==> src/rtl/pipe_pkg.sv <==
// Record layout shared by the write-back pipe: {wreg, pend, wd, wdata}, wdata in the LSBs.
// Widths are parametric, so offsets come from constant functions.
package pipe_pkg;

  localparam int MAX_REC_W = 1024;
  localparam logic [MAX_REC_W-1:0] BUBBLE = '0;
  localparam logic [31:0] REG_ZERO = '0;

  function automatic int rec_w(input int addr_w, input int data_w);
    return 2 + addr_w + data_w;
  endfunction

  function automatic int off_wd(input int data_w);
    return data_w;
  endfunction

  function automatic int off_pend(input int addr_w, input int data_w);
    return data_w + addr_w;
  endfunction

  function automatic int off_wreg(input int addr_w, input int data_w);
    return data_w + addr_w + 1;
  endfunction

endpackage

==> src/rtl/pipe_slot.sv <==
// One pipe stage register: flush > hold > bubble > capture, async active-low reset to a bubble.
// One-cycle latency; hold keeps contents, which is how stalls push back on upstream stages.
module pipe_slot
  import pipe_pkg::*;
#(
  parameter int W = 39
) (
  input  logic         clk,
  input  logic         rst,
  input  logic         flush,
  input  logic         hold,
  input  logic         bubble,
  input  logic [W-1:0] d,
  output logic [W-1:0] q
);

  always_ff @(posedge clk or negedge rst) begin
    if (!rst) begin
      q <= BUBBLE[W-1:0];
    end else if (flush) begin
      q <= BUBBLE[W-1:0];
    end else if (!hold) begin
      if (bubble) q <= BUBBLE[W-1:0];
      else        q <= d;
    end
  end

endmodule

==> src/rtl/wb_fwd_pipe.sv <==
// Write-back pipe: EX record reaches the regfile write port STAGES-1 edges after acceptance; operands forwarded youngest-first.
// Stalls hold a stage and all younger ones, older stages take bubbles; ready_o drops while stage 0 is held.
module wb_fwd_pipe
  import pipe_pkg::*;
#(
  parameter int DATA_W     = 32,
  parameter int ADDR_W     = 5,
  parameter int STAGES     = 3,
  parameter int RD_PORTS   = 2,
  parameter int LOAD_STAGE = 1
) (
  input  logic                         clk,
  input  logic                         rst,
  input  logic                         in_wreg,
  input  logic [ADDR_W-1:0]            in_wd,
  input  logic [DATA_W-1:0]            in_wdata,
  input  logic                         in_pend,
  output logic                         ready_o,
  input  logic [STAGES-1:0]            stall_i,
  input  logic                         flush_i,
  input  logic [DATA_W-1:0]            ld_data_i,
  output logic                         we_o,
  output logic [ADDR_W-1:0]            waddr_o,
  output logic [DATA_W-1:0]            wdata_o,
  input  logic [RD_PORTS*ADDR_W-1:0]   raddr_i,
  input  logic [RD_PORTS*DATA_W-1:0]   rf_data_i,
  output logic [RD_PORTS*DATA_W-1:0]   rdata_o,
  output logic [RD_PORTS-1:0]          hazard_o
);

  localparam int REC_W  = rec_w(ADDR_W, DATA_W);
  localparam int O_WD   = off_wd(DATA_W);
  localparam int O_PEND = off_pend(ADDR_W, DATA_W);
  localparam int O_WREG = off_wreg(ADDR_W, DATA_W);

  logic [STAGES-1:0][REC_W-1:0] q;
  logic [STAGES-1:0][REC_W-1:0] d;
  logic [STAGES-1:0]            h;
  logic [STAGES-1:0]            bub;
  logic [REC_W-1:0]             in_rec;
  logic [REC_W-1:0]             ld_src;
  logic [REC_W-1:0]             ld_rec;

  // A stall at stage k also freezes every younger stage.
  always_comb begin
    logic acc;
    acc = 1'b0;
    h   = '0;
    for (int k = STAGES-1; k >= 0; k--) begin
      acc  = acc | stall_i[k];
      h[k] = acc;
    end
  end

  assign ready_o = ~h[0];
  assign bub     = {h[STAGES-2:0], 1'b0};
  assign in_rec  = {in_wreg, in_pend, in_wd, in_wdata};

  // The entry crossing LOAD_STAGE -> LOAD_STAGE+1 picks up the load data if still pending.
  assign ld_src = q[LOAD_STAGE];
  assign ld_rec = ld_src[O_PEND] ? {ld_src[O_WREG], 1'b0, ld_src[O_WD +: ADDR_W], ld_data_i}
                                 : ld_src;

  for (genvar k = 0; k < STAGES; k++) begin : g_stage
    if (k == 0) begin : g_first
      assign d[k] = in_rec;
    end else if (k == LOAD_STAGE + 1) begin : g_load
      assign d[k] = ld_rec;
    end else begin : g_mid
      assign d[k] = q[k-1];
    end

    pipe_slot #(.W(REC_W)) u_slot (
      .clk    (clk),
      .rst    (rst),
      .flush  (flush_i),
      .hold   (h[k]),
      .bubble (bub[k]),
      .d      (d[k]),
      .q      (q[k])
    );
  end

  assign we_o    = q[STAGES-1][O_WREG];
  assign waddr_o = q[STAGES-1][O_WD +: ADDR_W];
  assign wdata_o = q[STAGES-1][DATA_W-1:0];

  for (genvar r = 0; r < RD_PORTS; r++) begin : g_port
    logic [ADDR_W-1:0] ra;
    logic [DATA_W-1:0] dat;
    logic              haz;

    assign ra = raddr_i[r*ADDR_W +: ADDR_W];

    // Walk oldest to youngest so the youngest hit overwrites older ones.
    always_comb begin
      dat = rf_data_i[r*DATA_W +: DATA_W];
      haz = 1'b0;
      if (ra != REG_ZERO[ADDR_W-1:0]) begin
        for (int j = STAGES-1; j >= 0; j--) begin
          if (q[j][O_WREG] && (q[j][O_WD +: ADDR_W] == ra)) begin
            dat = q[j][DATA_W-1:0];
            haz = q[j][O_PEND];
          end
        end
        if (in_wreg && (in_wd == ra)) begin
          dat = in_wdata;
          haz = in_pend;
        end
      end
    end

    assign rdata_o[r*DATA_W +: DATA_W] = dat;
    assign hazard_o[r]                 = haz;
  end

  a_no_pend_at_write: assert property (@(posedge clk) disable iff (!rst) !q[STAGES-1][O_PEND]);

endmodule

==> config.mk <==
export PLATFORM = sky130hd
export DESIGN_NAME = wb_fwd_pipe
export DESIGN_NICKNAME = d
export VERILOG_FILES = /design/src/rtl/pipe_pkg.sv /design/src/rtl/pipe_slot.sv /design/src/rtl/wb_fwd_pipe.sv
export SDC_FILE = /design/constraint.sdc
export NUM_CORES = 1
export LEC_CHECK = 0
export BUFFER_PORTS_ARGS = -buffer_cell sky130_fd_sc_hd__buf_2
export CAP_MARGIN = 15
export CORE_ASPECT_RATIO = 2
export CORE_MARGIN = 4
export CORE_UTILIZATION = 49
export CTS_BUF_LIST = sky130_fd_sc_hd__clkbuf_8
export CTS_CLUSTER_DIAMETER = 80
export DETAILED_ROUTE_END_ITERATION = 10
export PLACE_DENSITY = 0.8
export SKIP_CTS_REPAIR_TIMING = 1
export SYNTH_ARGS = -nofsm -noshare
export SYNTH_HDL_FRONTEND = slang
export SYNTH_SLANG_ARGS = --single-unit
export TNS_END_PERCENT = 1
==> constraint.sdc <==
create_clock -name clk -period 2.3 [get_ports clk]
set_clock_uncertainty 0.15 [all_clocks]
set_input_delay 0.345 -clock clk [delete_from_list [all_inputs] [get_ports clk]]
set_output_delay 0.345 -clock clk [all_outputs]
set_load 0.03 [all_outputs]
==> results.md, run 1 <==
- Biggest register: g_stage.u_slot.q
- Post-route ant nets: 0
- Core Area: 16850 sq um
- Worst r2r path cells: 3
- Crit. Startpoint: g_stage[2].u_slot.q[36]
- Failing checks: negative setup slack
- Worst-Skew Late Latency: 0.45 ns
- Synth Instances: 1038
- Largest net degree at the start of global routing: 117
- Initial drt markers: 1241
- Nets: 1457
- Average size of a mapped cell: 8.128 sq um
- Final Hold Vio Count: 0
- Final WL: 40.29 mm
- CTS max path bufs: 2
- Min cycle time layout: 3.129 ns
- Initial antenna violation count: 0
- DR vias: 10839
- Simple-gate share of the synthesized area: 14.49%
- EDFF count, synth: 0
- Gr ovfl total: 0
- IO Port Bufs: 255
- Max_cap viols: 0
- CTS Buf Count: 17
- Vias in the first global route: 11002
- Crit-path slowest cell: nor4_4
- Sequential area share after synthesis: 34.41%
- Cell breakdown of the critical path: xor2_1 > nor4_4 > buf_6 > clkbuf_16 > a21boi_1 > o311ai_1 > a21oi_2 > buf_2
- Crit Path Category: reg2out
- CTS Sinks: 116
- Hold Crit Class: in2reg
- Area of the mapped netlist: 8437 sq um
- Unrepaired setup endpoints after global routing: yes
- Crit path capture type: primary output
- CTS tree: built
- Average wire per standard cell: 26.40 um
- Post-route DRC: 0
- Crit-path max FO: 13
- Synth cell types: 36
- HPWL after DPL: 26.34 mm
- Max Clock Freq: 319.6 MHz
- Worst path bufs/invs: 3
- Clk slew on worst S/H paths: 0.08 ns
- Synth Area in XOR/XNOR: 4.152%
- Predominant post-synthesis flop cell: dfrtp_1
- Final Wtd Congestion: 0.9691
- Die area: 19510 sq um
- Status: finished, violations left
- Crit path DAT: 2.63 ns
- Initial Util: 50.07%
- DP Area: 10760 sq um
- Slew Viols, Final: 0
- Required @ worst endpoint: 1.80 ns
- Most frequent cells in the layout: 230 x buf_2, 114 x nand2_1, 111 x dfrtp_1
- P&R area growth vs syn: 39.29%
- Vias per cell: 7.103
- Die Wd: 100.8 um
- Critical R2R Launch: g_stage[1].u_slot.q[37]
- Post-synth ARST share: 100.0%
- R2R Setup Slk: 0.67 ns
- Multiplexer area fraction after synthesis: 3.797%
- 1st-pass router iterations: 7
- Largest register FFs: 116
- Inserted Diodes: 0
- Slew HR: 21.23%
- Worst setup margin: -0.8286 ns
- Net Count, Synth: 1189
- Layout cells sized above 1: 39.35%
- IO Pins: 256
- Worst VDD drop: 0.0004588 V
- First-pass GRT wire length: 58.33 mm
- FF+latch count, synth: 116
- Pwr/cell area: 458.6 nW/um^2
- Commonest non-fill, non-tap cell in the layout: buf_2
- Reg2reg end: g_stage[2].u_slot.q[23]
- Synth Area in Adders: 0%
- Leak pwr: 5.029 nW
- Worst Tran Pin Value: 1.179 ns
- Post-route cell area: 11750 sq um
- Pwr Total: 0.005390 W
- Worst Setup EP: rdata_o[24]
- Largest family of logic cells by synthesized area: compound AO/OA/AOI/OAI gates
- Fill count: 1321
- Synth Area in Compound Gates: 36.48%
- Top flop regs: g_stage.u_slot.q x116
- Aggregate global-route resource usage: 38.41%
- Critical path's largest stage delay: 0.44 ns
- Fin crit share: 136.0%
- Startpoint types: register
- CP delay by family, top: buffers and inverters
- Setup Viol. Count Final: 66
- Die outline height: 193.6 um
- Critical path depth in cells: 8
- H-tree depth: 4
- Syn. warnings: 0
- Row cnt: 67
- CTS Root Cell: clkbuf_8
## kinds of logic (layout without fill, tap and decap cells)
kind of cell,Yosys count,in the layout
compound gates,475,475
simple gates,249,249
buf+inv,126,407
flops,116,116
xor+xnor,40,40
mux,32,32
## worst min-delay path by stage
stage	startpoint	to	slack, ns	depth (start not counted)
after global routing	in_wdata[3]	g_stage[0].u_slot.q[3]	0.003	3
after global placement	rst	g_stage[2].u_slot.q[36]	0.33	2
final	in_wdata[8]	g_stage[0].u_slot.q[8]	0.006	3
after floorplan	rst	g_stage[0].u_slot.q[0]	-0.10	0
after CTS	rst	g_stage[2].u_slot.q[2]	-0.16	2
after detailed placement	rst	g_stage[2].u_slot.q[36]	0.34	2
## metal layers
layer	global-route usage [%]	part of all wire, %	vias up
li1	-	-	4482
met1	43.02	31	5045
met2	63.44	49	1010
met3	7.642	11	302
met4	27.24	8.5	0
met5	0	0	-
## synth_stat cells (all sizes together), types with 24 or more instances
cell | instances | share of area [%]
and3 | 34 | 2.5
mux2i | 32 | 3.8
a22o | 45 | 4.7
o21ai | 34 | 2.0
a21oi | 168 | 10
nand2 | 117 | 5.2
or3 | 34 | 2.5
nand3 | 38 | 2.3
clkbuf | 93 | 4.1
o22ai | 96 | 7.1
xnor2 | 24 | 2.5
o221ai | 32 | 3.3
buf | 32 | 2.5
a21boi | 64 | 5.7
dfrtp | 116 | 34
o311ai | 32 | 3.3
## power breakdown
group | switching, W | total, W | internal [W]
combinational | 0.000748 | 0.00123 | 0.000477
sequential | 0.0000317 | 0.00210 | 0.00206
clock | 0.000959 | 0.00207 | 0.00111
total | 0.00174 | 0.00539 | 0.00365
## area by class of cell
class | instances | area [sq um] | share of cell area, %
inverters | 1 | 3.754 | 0.03194
repair buffers | 374 | 2640 | 22.47
multi-input cells | 796 | 5512 | 46.90
clock inverters | 14 | 180.2 | 1.533
clock buffers | 18 | 247.7 | 2.108
flip-flops and latches | 116 | 2909 | 24.76
well taps | 207 | 259.0 | 2.204
## worst reg2reg max path, stage by stage, from the launching register on
cell and delay, ns:
dfrtp_2 0.38, buf_4 0.56, mux2i_1 0.31, o21ai_0 0.10
## per-stage QoR
step	TNS (ns)	std cells	hold WS [ns]	setup WS (ns)	utilization [%]
2_1_floorplan	-9.343	1038	-0.1006	-0.1908	-
3_3_place_gp	-15.31	1478	0.3317	-0.3447	63.84
3_5_place_dp	-17.84	1478	0.3397	-0.4215	63.84
4_1_cts	-45.55	1510	-0.1555	-0.7994	66.38
5_1_grt	-48.72	1526	0.003105	-0.9917	69.74
6_report	-42.49	1526	0.005678	-0.8286	69.74
(Power assumes the default switching activity.)
==> run 2: changes to the inputs <==
Settings changed: CORE_UTILIZATION 49 to 45, PLACE_DENSITY 0.8 to 0.74.
==> results.md, run 2 (synthesized netlist as in run 1, its figures left out) <==
- Status: finished, violations left (unchanged)
- Failing checks: negative setup slack (unchanged)
- Die Wd: 104.8 um (was 100.8 um)
- Average wire per standard cell: 26.84 um (was 26.40 um)
- Slew Viols, Final: 0 (unchanged)
- Multi-input logic area: 5573 sq um (was 5512 sq um)
- Met1 GRT Util: 37.91% (was 43.02%)
- Worst-Skew Late Latency: 0.45 ns (about the same)
- Max Clock Freq: 340.2 MHz (was 319.6 MHz)
- Die outline height: 201.6 um (was 193.6 um)
- Top flop regs: g_stage.u_slot.q x116 (unchanged)
- Worst setup margin: -0.6391 ns (was -0.8286 ns)
- Met3 usage: 7.448% (was 7.642%)
- Gr ovfl total: 0 (unchanged)
- Final core occ: 64.63% (was 69.74%)
- CTS Sinks: 116 (unchanged)
- Most frequent cells in the layout: 205 x buf_2, 116 x nand2_1, 107 x dfrtp_1 (was 230 x buf_2, 114 x nand2_1, 111 x dfrtp_1)
- Final Hold Vio Count: 0 (unchanged)
- R2R Setup Slk: 0.74 ns (was 0.67 ns)
- Worst Tran Pin Value: 0.5141 ns (was 1.179 ns)
- Required @ worst endpoint: 1.80 ns (about the same)
- Pwr/cell area: 437.5 nW/um^2 (was 458.6 nW/um^2)
- P&R area growth vs syn: 40.89% (was 39.29%)
- Crit path capture type: primary output (unchanged)
- Final Wtd Congestion: 0.9476 (was 0.9691)
- Hold Crit Class: in2reg (unchanged)
- Worst VDD drop: 0.0003941 V (was 0.0004588 V)
- Setup Viol. Count Final: 66 (unchanged)
- Aggregate global-route resource usage: 35.55% (was 38.41%)
- Largest register FFs: 116 (unchanged)
- Die area: 21140 sq um (was 19510 sq um)
- Biggest register: g_stage.u_slot.q (unchanged)
- Commonest non-fill, non-tap cell in the layout: buf_2 (unchanged)
- Startpoint types: register (unchanged)
- First-pass GRT wire length: 58.88 mm (was 58.33 mm)
- IO Port Bufs: 255 (unchanged)
- Largest net degree at the start of global routing: 58 (was 117)
- Post-route DRC: 0 (unchanged)
- Clk slew on worst S/H paths: 0.08 ns (about the same)
- Initial antenna violation count: 4 (was 0)
- Leak pwr: 5.017 nW (was 5.029 nW)
- IO Pins: 256 (unchanged)
- Fin crit share: 127.8% (was 136.0%)
- HPWL after DPL: 26.69 mm (was 26.34 mm)
- Initial drt markers: 1182 (was 1241)
- Crit Path Category: reg2out (unchanged)
- CTS Buf Count: 17 (unchanged)
- Crit path DAT: 2.44 ns (was 2.63 ns)
- Row cnt: 70 (was 67)
- CTS Root Cell: clkbuf_8 (unchanged)
- GRT busiest layer: met2 (unchanged)
- Reg area: 2914 sq um (was 2909 sq um)
- Core Area: 18390 sq um (was 16850 sq um)
- Nets: 1445 (was 1457)
- CTS tree: built (unchanged)
- Unrepaired setup endpoints after global routing: yes (unchanged)
- Final WL: 40.95 mm (was 40.29 mm)
- Setup tns final: -35.71 ns (was -42.49 ns)
- Min cycle time layout: 2.939 ns (was 3.129 ns)
- Max_cap viols: 0 (unchanged)
- Post-route ant nets: 0 (unchanged)
- Pre-CTS WS: -0.3296 ns (was -0.4215 ns)
- Vias per cell: 7.035 (was 7.103)
- 1st-pass router iterations: 7 (unchanged)
- Met2 Track Usage GR: 60.78% (was 63.44%)
- Pwr Total: 0.005201 W (was 0.005390 W)
- Layout cells sized above 1: 39.94% (was 39.35%)
- CTS max path bufs: 2 (unchanged)
- DR vias: 10735 (was 10839)
- Vias in the first global route: 10593 (was 11002)
- Crit-path max FO: 7 (was 13)
- Slew HR: 65.44% (was 21.23%)
- Initial Util: 45.87% (was 50.07%)
- H-tree depth: 4 (unchanged)
- Fill count: 1570 (was 1321)
run 2: changes by cell type in the layout (fill, tap and decap cells not counted), moves of 6 or more:
| cell | change |
|---|---|
| buf_6 | +16 |
| o221ai_2 | +7 |
| buf_12 | +6 |
| buf_4 | -9 |
| o221ai_1 | -7 |
| buf_2 | -25 |
run 2: area by class of cell:
| cell class | count | share of cell area [%] |
|---|---|---|
| diodes | 3 | 0.06316 |
| inverters | 1 | 0.03158 |
| flip-flops and latches | 116 | 24.52 |
| clock inverters | 13 | 0.9368 |
| repair buffers | 362 | 23.09 |
| clock buffers | 19 | 2.200 |
| well taps | 216 | 2.274 |
| multi-input cells | 796 | 46.88 |
run 2: worst paths after layout:
kind / to / start / cells after the start
setup / recovery: rdata_o[28] / g_stage[2].u_slot.q[34] / 8
hold / removal: g_stage[0].u_slot.q[13] / in_wdata[13] / 3
setup reg to reg: g_stage[2].u_slot.q[6] / g_stage[1].u_slot.q[37] / 3
hold reg to reg: g_stage[2].u_slot.q[1] / g_stage[2].u_slot.q[1] / 2
max in group asynchronous: g_stage[2].u_slot.q[15] / rst / 3
min in group asynchronous: g_stage[2].u_slot.q[4] / rst / 2
run 2: stage by stage:
| step | hold WS (ns) | area (sq um) | std cells |
|---|---|---|---|
| 2_1_floorplan | -0.1006 | 8691 | 1038 |
| 4_1_cts | -0.4182 | 11130 | 1509 |
| 3_5_place_dp | 0.06110 | 10760 | 1477 |
| 3_3_place_gp | 0.06007 | 10760 | 1477 |
| 6_report | 0.004084 | 11890 | 1526 |
| 5_1_grt | 0.001566 | 11890 | 1526 |
run 2: report_power, final:
group          switching [W]  internal [W]
clock               0.000939      0.000901
sequential         0.0000335       0.00206
combinational       0.000762      0.000501
total                0.00173       0.00347
run 2: layer usage:
metal	up-vias	part of all wire (%)
li1	4452	-
met4	2	9.0
met3	293	9.8
met1	5094	32
met2	894	49
met5	-	0.029
run 2: worst max-delay path, cell delays in order, from the launching register on:
cell and delay [ns]:
dfrtp_2 0.44, xor2_2 0.17, nor4_4 0.34, buf_6 0.20
buf_8 0.17, a21boi_1 0.08, o311ai_1 0.31, a21oi_2 0.09
clkbuf_4 0.19
==> run 3: changes to the inputs <==
--- a/config.mk
+++ b/config.mk
@@ -7,3 +7,2 @@
 export LEC_CHECK = 0
-export BUFFER_PORTS_ARGS = -buffer_cell sky130_fd_sc_hd__buf_2
 export CAP_MARGIN = 15
@@ -15,3 +14,3 @@
 export DETAILED_ROUTE_END_ITERATION = 10
-export PLACE_DENSITY = 0.74
+export DONT_BUFFER_PORTS = 1
 export SKIP_CTS_REPAIR_TIMING = 1
==> constraint.sdc (replaced) <==
create_clock -name clk -period 2.6 [get_ports clk]
set_clock_uncertainty 0.15 [all_clocks]
set_input_delay 0.52 -clock clk [delete_from_list [all_inputs] [get_ports clk]]
set_output_delay 0.52 -clock clk [all_outputs]
set_load 0.03 [all_outputs]
==> results.md, run 3 (synthesized netlist as in run 1, its figures left out) <==
- Status: finished, violations left (unchanged)
- Failing checks: negative hold slack, negative setup slack (was negative setup slack)
- Internal: 0.003174 W (was 0.003466 W)
- Layout cells sized above 1: 28.64% (was 39.94%)
- Max_cap viols: 0 (unchanged)
- Crit path capture type: primary output (unchanged)
- Critical R2R Launch: g_stage[1].u_slot.q[37] (unchanged)
- Comb pwr share: 18.9% (was 24.3%)
- Setup Viol. Count Final: 66 (unchanged)
- Vias in the first global route: 9814 (was 10593)
- CTS Root Cell: clkbuf_8 (unchanged)
- Worst r2r path cells: 3 (unchanged)
- HPWL after DPL: 26.51 mm (was 26.69 mm)
- IO Port Bufs: 0 (was 255)
- Min Hold Slack: -0.3839 ns (was 0.004084 ns)
- Final WL: 39.26 mm (was 40.95 mm)
- Average wire per standard cell: 30.32 um (was 26.84 um)
- CTS Sinks: 116 (unchanged)
- P&R area growth vs syn: 30.34% (was 40.89%)
- Min cycle time layout: 3.067 ns
- Post-route ant nets: 0 (unchanged)
- Die Wd: 104.8 um (unchanged)
- Initial Util: 45.87% (unchanged)
- Die area: 21140 sq um (unchanged)
- Worst setup margin: -0.4666 ns (was -0.6391 ns)
- Initial drt markers: 755 (was 1182)
- DR vias: 9455 (was 10735)
- R2R Setup Slk: 0.91 ns (was 0.74 ns)
- 1st-pass router iterations: 5 (was 7)
- Hold Crit Class: in2async (was in2reg)
- Commonest non-fill, non-tap cell in the layout: nand2_1 (was buf_2)
- Top flop regs: g_stage.u_slot.q x116 (unchanged)
- Fin crit share: 117.9%
- Vias per cell: 7.301 (was 7.035)
- Crit path DAT: 2.40 ns (was 2.44 ns)
- Worst VDD drop: 0.0002856 V (was 0.0003941 V)
- Largest register FFs: 116 (unchanged)
- Most frequent cells in the layout: 114 x nand2_1, 111 x dfrtp_1, 104 x a21oi_1 (was 205 x buf_2, 116 x nand2_1, 107 x dfrtp_1)
- Switch Pwr: 0.001347 W (was 0.001735 W)
- Startpoint types: register (unchanged)
- Core Area: 18390 sq um (unchanged)
- Sw Share: 29.79% (was 33.35%)
- Clk slew on worst S/H paths: 0.07 ns (was 0.08 ns)
- Die outline height: 201.6 um (unchanged)
- Clk network pwr share: 40.0% (was 35.4%)
- Gr ovfl total: 0 (unchanged)
- Worst Tran Pin Value: 0.7419 ns (was 0.5141 ns)
- CTS max path bufs: 2 (unchanged)
- Aggregate global-route resource usage: 35.26% (was 35.55%)
- CTS tree: built (unchanged)
- Setup tns final: -25.92 ns (was -35.71 ns)
- Biggest register: g_stage.u_slot.q (unchanged)
- Worst-Skew Late Latency: 0.45 ns (about the same)
- Final Wtd Congestion: 0.9236 (was 0.9476)
- First-pass GRT wire length: 57.69 mm (was 58.88 mm)
- Max Clock Freq: 326.1 MHz
- Leak pwr: 4.144 nW (was 5.017 nW)
- CTS Buf Count: 17 (unchanged)
- Row cnt: 70 (unchanged)
- H-tree depth: 4 (unchanged)
- Pwr/cell area: 411.1 nW/um^2 (was 437.5 nW/um^2)
- Reg2reg end: g_stage[2].u_slot.q[21] (was g_stage[2].u_slot.q[6])
- Slew HR: 50.54% (was 65.44%)
- Post-route DRC: 0 (unchanged)
- Initial antenna violation count: 0 (was 4)
- Unrepaired setup endpoints after global routing: yes (unchanged)
- Slew Viols, Final: 0 (unchanged)
- Nets: 1217 (was 1445)
- Crit-path max FO: 12 (was 7)
- Required @ worst endpoint: 1.93 ns (was 1.80 ns)
- Final Hold Vio Count: 116 (was 0)
- Inserted Diodes: 0 (was 3)
- IO Pins: 256 (unchanged)
- Largest net degree at the start of global routing: 117 (was 58)
- Crit Path Category: reg2out (unchanged)
- Share of power burned in registers: 41.1% (was 40.3%)
[run 3: power groups by stage]
stage,combinational (W),sequential [W],clock (W)
5_1_grt,0.000894,0.00186,0.00191
4_1_cts,0.000784,0.00186,0.00183
3_5_place_dp,0.000783,0.00189,0
3_3_place_gp,0.000778,0.00189,0
6_report,0.000856,0.00186,0.00181
2_1_floorplan,0.000591,0.00188,0
[run 3: worst max-delay path by stage]
| stage | end | slack [ns] | from | cells after the start |
|---|---|---|---|---|
| finish | rdata_o[23] | -0.47 | g_stage[2].u_slot.q[33] | 7 |
| global route | rdata_o[35] | -0.62 | g_stage[1].u_slot.q[34] | 8 |
| CTS | rdata_o[1] | -0.54 | g_stage[0].u_slot.q[34] | 8 |
| detailed placement | rdata_o[47] | -0.13 | raddr_i[7] | 8 |
| global placement | rdata_o[47] | -0.12 | raddr_i[7] | 8 |
| floorplan | rdata_o[30] | -0.18 | raddr_i[2] | 7 |
[run 3: area by class of cell]
type / count / area [sq um]
fillers: 1637 / 7396
multi-input cells: 796 / 5913
flip-flops and latches: 116 / 2909
repair buffers: 134 / 1489
clock buffers: 20 / 275.3
well taps: 216 / 270.3
clock inverters: 12 / 136.4
inverters: 1 / 3.754
[run 3: routing by layer]
layer  vias to the layer above  share of wire [%]  wire, um  global-route usage (%)
met2                       667                 51     19960                   60.39
met4                         0                6.2      2443                   22.76
met1                      4606                 34     13330                   38.78
li1                       3996                  -         -                       -
met3                       186                9.0      3533                   7.897
met5                         -                  0         0                       0
[run 3: critical path: stages, from the launching register on]
cell	delay (ns)
dfrtp_2	0.44
xor2_2	0.17
nor4_4	0.34
buf_6	0.22
buf_12	0.15
and3_1	0.18
o311ai_2	0.14
a21oi_4	0.30
[run 3: metrics by stage]
step | instance area, sq um | power [W] | instances | setup slack, ns | utilization (%)
2_1_floorplan | 9116 | 0.002474 | 1038 | -0.1821 | -
3_3_place_gp | 10140 | 0.002669 | 1257 | -0.1228 | 55.16
3_5_place_dp | 10140 | 0.002675 | 1257 | -0.1325 | 55.16
4_1_cts | 10560 | 0.004470 | 1289 | -0.5418 | 57.39
5_1_grt | 11000 | 0.004669 | 1295 | -0.6186 | 59.79
6_report | 11000 | 0.004521 | 1295 | -0.4666 | 59.79
